**src/rtl/nn_pkg.sv**
```systemverilog
// Shared definitions for the neuron datapath blocks.
//   state_t        : sequencer FSM encoding (idle / weight load / inference run)
//   CFG_ID_W       : width of the layer and neuron ID fields on the config bus
//   DEF_DATA_WIDTH : default weight and input-sample width
//   DEF_ADDR_WIDTH : default weight RAM address width
package nn_pkg;

  localparam int unsigned CFG_ID_W       = 8;
  localparam int unsigned DEF_DATA_WIDTH = 16;
  localparam int unsigned DEF_ADDR_WIDTH = 10;

  typedef enum logic [1:0] {
    ST_IDLE = 2'd0,
    ST_LOAD = 2'd1,
    ST_RUN  = 2'd2
  } state_t;

endpackage

```
**src/rtl/neuron_weight_sequencer_wrap_counter.sv**
```systemverilog
// Modulo-MODULUS up-counter. It advances on i_en and wraps to zero after
// MODULUS-1.
//   clk, rst_n : clock and asynchronous active-low reset (count clears to 0)
//   i_en       : advance the count by one this cycle
//   o_cnt      : current count
//   o_tc       : terminal count, high while o_cnt == MODULUS-1
module wrap_counter #(
  parameter int unsigned MODULUS = 4,
  parameter int unsigned WIDTH   = 2
) (
  input  logic             clk,
  input  logic             rst_n,
  input  logic             i_en,
  output logic [WIDTH-1:0] o_cnt,
  output logic             o_tc
);

  localparam logic [WIDTH-1:0] LP_LAST = WIDTH'(MODULUS - 1);

  logic [WIDTH-1:0] r_cnt;
  logic             w_tc;

  assign w_tc = (r_cnt == LP_LAST);

  always_ff @(posedge clk or negedge rst_n) begin
    if (!rst_n) begin
      r_cnt <= '0;
    end else if (i_en) begin
      r_cnt <= w_tc ? '0 : r_cnt + 1'b1;
    end
  end

  assign o_cnt = r_cnt;
  assign o_tc  = w_tc;

endmodule

```
**src/rtl/neuron_weight_sequencer.sv**
```systemverilog
// Per-neuron weight sequencer. It loads the neuron's weight RAM from the
// broadcast config bus. During inference it pairs each accepted input sample
// with its stored weight and presents the pair to the MAC.
//   clk, rst_n          : clock, asynchronous active-low reset
//   cfg_valid/_layer/_neuron/_data, cfg_ready : config bus (ID-filtered)
//   x_valid, x_in, x_ready                    : input sample stream
//   mem_wen/_wadd/_win                        : RAM write port (zero latency)
//   mem_ren/_radd, mem_rdata                  : RAM read port (1-cycle read)
//   op_valid/_x/_w/_last                      : aligned operand pair to the MAC
//   loaded                                    : a complete weight set is stored
//   busy                                      : FSM not idle
module neuron_weight_sequencer
  import nn_pkg::*;
#(
  parameter int unsigned NUM_WEIGHT = 784,
  parameter int unsigned LAYER_NO   = 1,
  parameter int unsigned NEURON_NO  = 0,
  parameter int unsigned DATA_WIDTH = DEF_DATA_WIDTH,
  parameter int unsigned ADDR_WIDTH = DEF_ADDR_WIDTH
) (
  input  logic                  clk,
  input  logic                  rst_n,
  input  logic                  cfg_valid,
  input  logic [CFG_ID_W-1:0]   cfg_layer,
  input  logic [CFG_ID_W-1:0]   cfg_neuron,
  input  logic [DATA_WIDTH-1:0] cfg_data,
  output logic                  cfg_ready,
  input  logic                  x_valid,
  input  logic [DATA_WIDTH-1:0] x_in,
  output logic                  x_ready,
  output logic                  mem_wen,
  output logic [ADDR_WIDTH-1:0] mem_wadd,
  output logic [DATA_WIDTH-1:0] mem_win,
  output logic                  mem_ren,
  output logic [ADDR_WIDTH-1:0] mem_radd,
  input  logic [DATA_WIDTH-1:0] mem_rdata,
  output logic                  op_valid,
  output logic [DATA_WIDTH-1:0] op_x,
  output logic [DATA_WIDTH-1:0] op_w,
  output logic                  op_last,
  output logic                  loaded,
  output logic                  busy
);

  state_t                r_state;
  state_t                w_state_nxt;
  logic                  r_loaded;
  logic                  r_op_valid;
  logic [DATA_WIDTH-1:0] r_op_x;
  logic                  r_op_last;

  logic                  w_cfg_match;
  logic                  w_cfg_ready;
  logic                  w_cfg_hit;
  logic                  w_x_ready;
  logic                  w_x_acc;
  logic                  w_set_loaded;
  logic                  w_clr_loaded;
  logic [ADDR_WIDTH-1:0] w_wr_cnt;
  logic [ADDR_WIDTH-1:0] w_rd_cnt;
  logic                  w_wr_tc;
  logic                  w_rd_tc;

  assign w_cfg_match = (cfg_layer == CFG_ID_W'(LAYER_NO)) &&
                       (cfg_neuron == CFG_ID_W'(NEURON_NO));

  wrap_counter #(
    .MODULUS (NUM_WEIGHT),
    .WIDTH   (ADDR_WIDTH)
  ) u_wr_cnt (
    .clk   (clk),
    .rst_n (rst_n),
    .i_en  (w_cfg_hit),
    .o_cnt (w_wr_cnt),
    .o_tc  (w_wr_tc)
  );

  wrap_counter #(
    .MODULUS (NUM_WEIGHT),
    .WIDTH   (ADDR_WIDTH)
  ) u_rd_cnt (
    .clk   (clk),
    .rst_n (rst_n),
    .i_en  (w_x_acc),
    .o_cnt (w_rd_cnt),
    .o_tc  (w_rd_tc)
  );

  always_ff @(posedge clk or negedge rst_n) begin
    if (!rst_n) begin
      r_state <= ST_IDLE;
    end else begin
      r_state <= w_state_nxt;
    end
  end

  always_comb begin
    w_state_nxt  = r_state;
    w_set_loaded = 1'b0;
    w_clr_loaded = 1'b0;
    w_cfg_ready  = (r_state != ST_RUN);
    w_cfg_hit    = cfg_valid & w_cfg_ready & w_cfg_match;
    // Config takes priority over a sample arriving in the same IDLE cycle.
    w_x_ready    = r_loaded & (((r_state == ST_IDLE) & ~w_cfg_hit) |
                               (r_state == ST_RUN));
    w_x_acc      = x_valid & w_x_ready;
    unique case (r_state)
      ST_IDLE: begin
        if (w_cfg_hit) begin
          if (w_wr_cnt == '0) begin
            w_state_nxt  = ST_LOAD;
            w_clr_loaded = 1'b1;
          end
        end else if (w_x_acc) begin
          w_state_nxt = ST_RUN;
        end
      end
      ST_LOAD: begin
        if (w_cfg_hit && w_wr_tc) begin
          w_state_nxt  = ST_IDLE;
          w_set_loaded = 1'b1;
        end
      end
      ST_RUN: begin
        if (w_x_acc && w_rd_tc) begin
          w_state_nxt = ST_IDLE;
        end
      end
      default: w_state_nxt = ST_IDLE;
    endcase
  end

  always_ff @(posedge clk or negedge rst_n) begin
    if (!rst_n) begin
      r_loaded <= 1'b0;
    end else if (w_set_loaded) begin
      r_loaded <= 1'b1;
    end else if (w_clr_loaded) begin
      r_loaded <= 1'b0;
    end
  end

  // The sample is delayed one cycle so that it lines up with the RAM read data.
  always_ff @(posedge clk or negedge rst_n) begin
    if (!rst_n) begin
      r_op_valid <= 1'b0;
      r_op_x     <= '0;
      r_op_last  <= 1'b0;
    end else begin
      r_op_valid <= w_x_acc;
      r_op_last  <= w_x_acc & w_rd_tc;
      if (w_x_acc) begin
        r_op_x <= x_in;
      end
    end
  end

  assign cfg_ready = w_cfg_ready;
  assign x_ready   = w_x_ready;
  assign mem_wen   = w_cfg_hit;
  assign mem_wadd  = w_wr_cnt;
  assign mem_win   = cfg_data;
  assign mem_ren   = w_x_acc;
  assign mem_radd  = w_rd_cnt;
  assign op_valid  = r_op_valid;
  assign op_x      = r_op_x;
  assign op_w      = mem_rdata;
  assign op_last   = r_op_last;
  assign loaded    = r_loaded;
  assign busy      = (r_state != ST_IDLE);

endmodule

```
**config.mk**
```make
export PLATFORM = sky130hd
export DESIGN_NAME = neuron_weight_sequencer
export DESIGN_NICKNAME = d
export VERILOG_FILES = /design/src/rtl/nn_pkg.sv /design/src/rtl/neuron_weight_sequencer_wrap_counter.sv /design/src/rtl/neuron_weight_sequencer.sv
export SDC_FILE = /design/constraint.sdc
export NUM_CORES = 1
export LEC_CHECK = 0
export CAP_MARGIN = 40
export CORE_UTILIZATION = 40
export CTS_BUF_LIST = sky130_fd_sc_hd__clkbuf_2
export DETAILED_ROUTE_END_ITERATION = 8
export PLACE_DENSITY = 0.91
export SLEW_MARGIN = 10
export SYNTH_ARGS = -nofsm -noshare
export SYNTH_HDL_FRONTEND = slang
export SYNTH_SLANG_ARGS = --single-unit
```
**constraint.sdc**
```tcl
create_clock -name clk -period 5.7 [get_ports clk]
set_clock_uncertainty 0.05 [all_clocks]
set_input_delay 1.14 -clock clk [delete_from_list [all_inputs] [get_ports clk]]
set_output_delay 1.14 -clock clk [all_outputs]
set_load 0.01 [all_outputs]
```
==> run metrics, run 1 <==
Synth warnings=0; Clock Path Buffers=2; TritonCTS buffer count=5; dominant cell type by area after synthesis=dfrtp_1; Initial Util=42.8%; GRT overflow=0; largest net degree at the start of global routing=35; maxcap violations=0; final hold vios=0; #FFs+latches synth=41; antenna violations before repair=0; Crit-path slowest cell=or4_4; RD Place Congestion=around 0.81; CP Launch Type=input pin; Post-synth EDFFs=0; # IOs=between 100 and 150; endpoints failing setup=0; fmax=204 MHz; WP buf/inv=3; number of cells after detailed placement=322; max incr delay on CP=0.54 ns; Netlist cell types=39; vias per cell=5.24; post-CTS sizing=0; Worst Path Arrival=between 3 and 4 ns; Slew @ Worst Pin=0.640 ns; final worst-path cycle share=86.1%; area occupied by multi-input gates=about 920 sq um; Leak=1.23 nW; Peak VDD IR=0.107 mV; CORE AREA=5240 sq um; post-DP HPWL=3.51 mm; Iter 0 DRT Violations=92; H-tree levels=2; First-pass DRT Iterations=4; clk_lat worst skew=0.39 ns; post-CTS setup buffers=0; status=completed; CP Class=in -> out; Worst EP required=roughly 4.5 ns; Slew headroom=57.2%; RSZ-0062 raised after global routing=no; vias in the first global route=1628; FFs w/ async S/R, synth=100%; Residual DRC=0; sequential-to-total area share from yosys stat=45.8%; final slew viol count=0; endpoint class of the critical path=output pin; dominant synthesized flop cell=dfrtp_1; layout filler cell count=458; synthesized area=2240 sq um; Clock Pin Slew Worst Setup and Hold Paths=0.22 ns; first-pass GRT wire length=7.70 mm; min cycle time layout=4.91 ns; Mapped Avg Cell Area=about 11 sq um; DIE HEIGHT=76.9 um; worst path cell trace=clkdlybuf4s50_1 -> or4_4 -> or4_4 -> o31ai_4 -> inv_4 -> clkdlybuf4s50_1; register area=a little over 1000 sq um; clock sinks=41; fin cells=329; CTS Hold Bufs=0; CP top delay family=buffers and inverters; hold crit path type=reg -> reg; total number of vias=between 1500 and 2000; critical path fanouts, max=28; DR WL/cell=around 14 um; Yosys top cell area share=about 46%; synthesis-to-finish area growth=30.7%; Site Rows=26; total length of routed wires=4.72 mm; area of the die=5910 sq um; hold_ws=0.475 ns; Final ANT Viol Nets=0; Mapped Nets=between 200 and 300; Final nets=330; layout cells sized above 1=13.5%; pwr/cell area=167 nW/um^2; die width=76.9 um; synthesized instance count=~210; n_diodes=0; CTS tree=done; Synth area leaders=dfrtp_1 46%, buf_4 11%, mux2_4 7.4%, mux2_2 3.5%, nand2_1 2.5%; Setup TNS Final=0 ns; clk root buf=clkbuf_2; I/O Buffers=79; GRT Util Overall=16.5%
[sequential cells by signal, summed over array words and instances (netlist names)]
| signal | flops |
|---|---|
| op_x | 16 |
| op_last | 1 |
| u_rd_cnt.o_cnt | 10 |
| r_state | 2 |
| op_valid | 1 |
| u_wr_cnt.o_cnt | 10 |
| loaded | 1 |
[worst reg2reg max path, delay by kind of cell (launching register included)]
| kind | cells | cell delay, ns |
|---|---|---|
| and+or+nand+nor | 3 | 1.16 |
| DFF | 1 | 0.48 |
| AOI/OAI and AO/OA | 1 | 0.27 |
[cells in the mapped netlist, types with 3 or more instances]
master    n
and2_1    3
dfrtp_1  41
nand2_1  15
nand3_1   9
ha_1      3
nor3_1    5
buf_4    32
and3_1    3
mux2_2    7
o21ai_0   9
xnor2_1   5
or3_1     4
mux2_4   11
nor2_1    7
inv_1     7
a21oi_1   4
o31ai_1   6
nand4_1   5
[cell families after synthesis]
| logic type | share of synthesized area (%) |
|---|---|
| and+or+nand+nor | 16.7 |
| buffers and inverters | 13.3 |
| DFF | 45.8 |
| AOI/OAI and AO/OA | 8.82 |
| muxes | 10.9 |
| xor gates and xnor gates | 2.74 |
| adders and majority gates | 1.68 |
[layout by cell type, fill, tap and decap left out, types with 4 or more instances in the layout]
master	instances
nand2_1	15
nor3_1	5
dfrtp_1	41
a21oi_1	4
nor2_1	7
mux2_4	11
nand3_1	9
o21ai_0	9
nand4_1	5
xnor2_1	5
or3_1	4
mux2_2	7
clkdlybuf4s50_1	78
o31ai_1	6
clkbuf_2	5
inv_1	7
[power breakdown]
part           internal [mW]  switching [mW]  total [mW]
sequential             0.291      0.00000910       0.291
clock                 0.0713          0.0942       0.165
combinational         0.0227          0.0100      0.0327
total                  0.385           0.104       0.490
[cell type report]
class / instances / share of cell area [%]
clock buffer: 5 / 0.855
tap: 70 / 2.99
clock inverter: 2 / 1.20
sequential: 41 / 35.0
timing repair buffer: 80 / 27.5
multi-input combinational: 123 / 31.3
inverter: 8 / 1.11
[stage by stage]
stage / area (sq um) / utilization (%) / total power [mW] / setup slack [ns]
2_1_floorplan: 2240 / - / 0.321 / 1.77
3_3_place_gp: 2850 / 54.4 / 0.327 / 0.824
3_5_place_dp: 2870 / 54.8 / 0.330 / 0.783
4_1_cts: 2930 / 55.9 / 0.495 / 0.783
5_1_grt: 2930 / 55.9 / 0.510 / 0.712
6_report: 2930 / 55.9 / 0.490 / 0.793
[routing by layer]
layer | share of wire, % | track usage [%] | wire length, um | vias to the layer above
met3 | 7.0 | 4.88 | 331 | 29
li1 | - | - | - | 810
met4 | 3.1 | 8.85 | 146 | 0
met2 | 47 | 27.2 | 2210 | 70
met5 | 0 | 0 | 0 | -
met1 | 43 | 19.1 | 2030 | 814
[path summary, 6_finish.rpt]
check	from	cells past startpoint	endpoint	slack, ns
worst max-delay path	cfg_layer[3]	6	mem_ren	0.79
worst min-delay path	u_rd_cnt.o_cnt[6]	1	u_rd_cnt.o_cnt[6]	0.47
worst max register to register	u_rd_cnt.o_cnt[4]	4	r_state[1]	3.64
worst min register to register	u_rd_cnt.o_cnt[6]	1	u_rd_cnt.o_cnt[6]	0.47
max in group asynchronous	rst_n	2	loaded	4.65
min in group asynchronous	rst_n	1	u_rd_cnt.o_cnt[6]	0.50
Note: power is estimated with default switching activity, not from simulation.
==> run 2, diff against run 1 <==
CORE_ASPECT_RATIO = 1.1   (was not set)
TNS_END_PERCENT = 30   (was not set)
==> run 2 against run 1 <==
Routed wire length increased by 0.38%. Die area about the same. Sequential power about the same. Combinational power increased by 2%. Via count increased by 0.58%. Register-to-register slack improved by 0.02 ns. Sequential cell count unchanged. Fmax increased by 0.15%. Power decreased by 0.12%. Count of clock-buffer cells in the layout increased by 1. Worst hold slack improved by 0.0053 ns. Global-route usage increased by 0.69 points.
==> run metrics, run 2 (same netlist as run 1, synthesis figures left out) <==
status=completed; CTS tree=done; CP Class=in -> out; FF-to-FF setup slack=3.66 ns (+0.02 ns); First-pass DRT Iterations=6 (+2); GRT overflow=0 (unchanged); GRT Util Overall=17.2% (+0.69 points); clk_lat worst skew=0.38 ns (about the same); Leak=1.24 nW (+0.41%); clock sinks=41 (unchanged); final slew viol count=0 (unchanged); final worst-path cycle share=86.0% (-0.13 points); n_diodes=0 (unchanged); RD Place Congestion=0.786 (-3.5%); endpoints failing setup=0 (unchanged); synthesis-to-finish area growth=31.4%; worst setup margin=0.801 ns (+0.00737 ns); hold crit path type=reg -> reg; Site Rows=28 (+7.7%); most frequent cells in the layout=78 x clkdlybuf4s50_1, 41 x dfrtp_1, 15 x nand2_1; layout cells sized above 1=13.5% (-0.052 points); Iter 0 DRT Violations=92 (unchanged); Largest register FFs=16 (unchanged); Clock Pin Slew Worst Setup and Hold Paths=0.20 ns (-0.02 ns); clk root buf=clkbuf_2; post-DP HPWL=3.61 mm (+2.9%); RSZ-0062 raised after global routing=no; Worst EP required=4.51 ns (about the same); antenna violations before repair=0 (unchanged); post-place setup slack=0.795 ns (+0.0123 ns); Final nets=330 (unchanged); commonest non-fill, non-tap cell in the layout=clkdlybuf4s50_1; DR WL/cell=14.1 um (-1.4%); Clock Path Buffers=2 (unchanged); largest net degree at the start of global routing=29 (-17%); die width=73.4 um (-4.5%); CTS Hold Bufs=0 (unchanged); Final ANT Viol Nets=0 (unchanged); post-CTS sizing=0 (unchanged); H-tree levels=2 (unchanged); first-pass GRT wire length=7.79 mm (+1.2%); Worst Path Arrival=3.71 ns (about the same); Setup TNS Final=0 ns (unchanged); min cycle time layout=4.90 ns (-0.00737 ns); CORE AREA=5400 sq um (+3.0%); TritonCTS buffer count=5 (unchanged); Slew @ Worst Pin=0.626 ns (-0.0134 ns); Residual DRC=0 (unchanged); area of the die=5910 sq um (about the same); I/O Buffers=79 (unchanged); DIE HEIGHT=80.5 um (+4.7%); final hold vios=0 (unchanged); total length of routed wires=4.73 mm (+0.38%); CP Launch Type=input pin; area occupied by multi-input gates=916 sq um (unchanged); post-CTS setup buffers=0 (unchanged); vias in the first global route=1631 (+0.18%); pwr/cell area=166 nW/um^2 (-0.71%); critical path fanouts, max=28 (unchanged); Peak VDD IR=0.115 mV (+8.3%); total number of vias=1733 (+0.58%); Initial Util=41.5% (-1.3 points); vias per cell=5.17 (-1.2%); endpoint class of the critical path=output pin; layout filler cell count=508 (+11%); register area=1030 sq um (unchanged); # IOs=144 (unchanged); maxcap violations=0 (unchanged); Slew headroom=58.1% (+0.89 points); fmax=204 MHz (+0.15%)
-- run 2: where the power goes --
group / switching (mW) / leakage, nW / total (mW) / internal (mW)
Combinational: 0.0102 / 0.647 / 0.0334 / 0.0232
Sequential: 0.00000850 / 0.552 / 0.291 / 0.291
Clock: 0.0894 / 0.0406 / 0.164 / 0.0749
-- run 2: cell type report --
cell class                 instances  area share [%]
clock inverter                     2            1.15
tap                               75            3.19
clock buffer                       6            1.02
multi-input combinational        123            31.1
inverter                           8            1.10
sequential                        41            34.8
timing repair buffer              80            27.6
-- run 2: final timing paths --
kind / startpoint / end / depth (start not counted)
max in group asynchronous: rst_n / u_rd_cnt.o_cnt[0] / 2
min reg2reg: u_rd_cnt.o_cnt[6] / u_rd_cnt.o_cnt[6] / 1
max: cfg_layer[3] / mem_ren / 6
min in group asynchronous: rst_n / u_rd_cnt.o_cnt[4] / 1
max reg2reg: u_rd_cnt.o_cnt[4] / r_state[1] / 4
min: u_rd_cnt.o_cnt[6] / u_rd_cnt.o_cnt[6] / 1
-- run 2: per-layer routing --
| metal | vias to the layer above | routed length, um | global-route usage, % |
|---|---|---|---|
| met5 | - | 0 | 0 |
| met2 | 75 | 2500 | 29.7 |
| met3 | 13 | 365 | 5.65 |
| li1 | 806 | - | - |
| met1 | 839 | 1800 | 19.9 |
| met4 | 0 | 67 | 5.38 |
-- run 2: per-stage QoR --
step	instances	utilization, %	hold slack (ns)	instance area (sq um)	power [mW]
after floorplan	207	-	0.482	2240	0.321
after global placement	326	52.9	0.440	2850	0.327
after detailed placement	327	53.4	0.444	2880	0.330
after CTS	335	54.6	0.483	2950	0.498
after global routing	335	54.6	0.504	2950	0.514
final	335	54.6	0.480	2950	0.489
-- run 2: worst max-delay path, cell delays in order --
cell and delay [ns]:
clkdlybuf4s50_1 0.39, or4_4 0.54, or4_4 0.51, o31ai_4 0.34, inv_4 0.23, clkdlybuf4s50_1 0.54
==> run 3, diff against run 2 <==
GPL_TIMING_DRIVEN = 0   (was not set)
==> run 3 against run 2 <==
Count of clock-buffer cells in the layout did not move. Sequential power is essentially flat. Critical path depth rose by 1. Register-to-register slack worse by 0.08 ns. Final cell count up 20%. Fmax down 1.1%. First-iteration DRC count shrank 14%. Combinational power up 130%. Global-route usage increased by 1.2 points. Sequential share of layout area is 5.7 points lower. Core utilization up 11 points. Cell area is 20% higher. Critical endpoint unchanged. Largest power group unchanged. Highest routed layer unchanged.
==> run metrics, run 3 (same netlist as run 1, synthesis figures left out) <==
most frequent cells in the layout=110 x clkdlybuf4s50_1, 41 x dfrtp_1, 32 x buf_4; Peak VDD IR=0.119 mV (+3.3%); CP Class=in -> out; post-CTS sizing=0 (unchanged); area occupied by multi-input gates=916 sq um (unchanged); Slew headroom=66.7% (+8.6 points); First-pass DRT Iterations=4 (-2); total number of vias=1971 (+14%); hold crit path type=reg -> reg; die width=73.4 um (unchanged); Largest register FFs=16 (unchanged); pwr/cell area=152 nW/um^2 (-8.3%); Final nets=397 (+20%); endpoint class of the critical path=output pin; Initial Util=41.5% (unchanged); final worst-path cycle share=86.9% (+1.0 points); CP Launch Type=input pin; GRT Util Overall=18.4% (+1.2 points); GRT met2 Usage=34.9% (+5.2 points); GR peak layer=met2; number of cells after detailed placement=394 (+20%); fin cells=402 (+20%); met1 Usage GRT=20.3% (+0.41 points); commonest non-fill, non-tap cell in the layout=clkdlybuf4s50_1; clock sinks=41 (unchanged); met3 GRT Util=4.39% (-1.3 points); Site Rows=28 (unchanged); CTS Hold Bufs=0 (unchanged); Worst Path Arrival=3.77 ns (+0.06 ns); n_diodes=0 (unchanged); Cell Area, Placed=3460 sq um (+20%); synthesis-to-finish area growth=57.3%; final hold vios=0 (unchanged); Setup TNS Final=0 ns (unchanged); total length of routed wires=5.30 mm (+12%); Leak=1.53 nW (+23%); Worst EP required=4.51 ns (about the same); clk root buf=clkbuf_2; r2r endpoint=r_state[1]; endpoints failing setup=0 (unchanged); H-tree levels=2 (unchanged); area of the die=5910 sq um (unchanged); hold depth=1 (unchanged); Slew @ Worst Pin=0.495 ns (-0.131 ns); # IOs=144 (unchanged); layout filler cell count=466 (-8.3%); Worst Hold Launch=u_rd_cnt.o_cnt[6]; status=completed; Clock Path Buffers=2 (unchanged); Min-Delay Endpoint=u_rd_cnt.o_cnt[6]; Post-Route Utilization=65.3% (+11 points); Residual DRC=0 (unchanged); post-CTS setup buffers=0 (unchanged); register area=1030 sq um (unchanged); first-pass GRT wire length=8.47 mm (+8.7%); DIE HEIGHT=80.5 um (unchanged); Design Area, Final=3520 sq um (+20%); antenna violations before repair=0 (unchanged); GRT overflow=0 (unchanged); Worst Reg2Reg Path Length in Cells=4 (unchanged); TritonCTS buffer count=5 (unchanged); CTS tree=done; I/O Buffers=111 (+41%); layout cells sized above 1=21.1% (+7.6 points); Clock Pin Slew Worst Setup and Hold Paths=0.21 ns (about the same); r2r startpoint=u_rd_cnt.o_cnt[4]; Final ANT Viol Nets=0 (unchanged); final slew viol count=0 (unchanged); RD Place Congestion=0.833 (+6.0%); maxcap violations=0 (unchanged); post-DP HPWL=4.27 mm (+18%); DR WL/cell=13.2 um (-6.6%); fmax=202 MHz (-1.1%); RSZ-0062 raised after global routing=no; vias per cell=4.90 (-5.2%); CORE AREA=5400 sq um (unchanged); vias in the first global route=1963 (+20%); largest net degree at the start of global routing=36 (+24%); FF-to-FF setup slack=3.58 ns (-0.08 ns); Iter 0 DRT Violations=79 (-14%); min cycle time layout=4.96 ns (+0.0568 ns); clk_lat worst skew=0.38 ns (about the same); total power=0.537 mW (+9.7%); critical path fanouts, max=11 (-61%)
run 3: changes by cell type in the layout (fill, tap and decap cells not counted):
cell,before,now
clkbuf_1,0,1
buf_4,0,32
buf_6,0,2
buf_12,0,1
clkdlybuf4s50_1,78,110
buf_16,1,0
run 3: metal layers:
metal  share of wire, %  wire [um]  vias up
li1                   -          -      949
met1                 40       2140      935
met2                 54       2860       83
met3                5.4        286        4
met4               0.43         23        0
met5                  0          0        -
run 3: cell type report:
type | count | share of cell area [%]
Multi-Input combinational cell | 123 | 26.0
Clock inverter | 2 | 0.958
Tap cell | 75 | 2.66
Buffer | 35 | 7.56
Sequential cell | 41 | 29.1
Clock buffer | 6 | 0.852
Timing Repair Buffer | 112 | 31.9
Inverter | 8 | 0.923
run 3: metrics by stage:
step | hold WS [ns] | setup WS (ns)
after floorplan | 0.482 | 1.77
after global placement | 0.438 | 0.772
after detailed placement | 0.445 | 0.725
after CTS | 0.487 | 0.727
after global routing | 0.462 | 0.601
final | 0.483 | 0.744
run 3: critical path: stages:
cell and delay (ns):
clkdlybuf4s50_1 0.40, or4_4 0.54, or4_4 0.52, o31ai_4 0.38
inv_4 0.14, buf_6 0.18, clkdlybuf4s50_1 0.47
run 3: where the power goes:
part / internal (mW) / switching [mW] / total, mW / leakage [nW]
logic: 0.0555 / 0.0228 / 0.0784 / 0.936
clock network: 0.0750 / 0.0919 / 0.167 / 0.0406
registers: 0.291 / 0.00000845 / 0.291 / 0.552
run 3: worst max path at each step:
stage | startpoint | to
6_report | cfg_layer[3] | mem_ren
5_1_grt | cfg_layer[2] | mem_ren
4_1_cts | cfg_layer[3] | mem_ren
3_5_place_dp | cfg_layer[3] | mem_ren
3_3_place_gp | cfg_layer[3] | mem_ren
2_1_floorplan | cfg_layer[3] | mem_ren
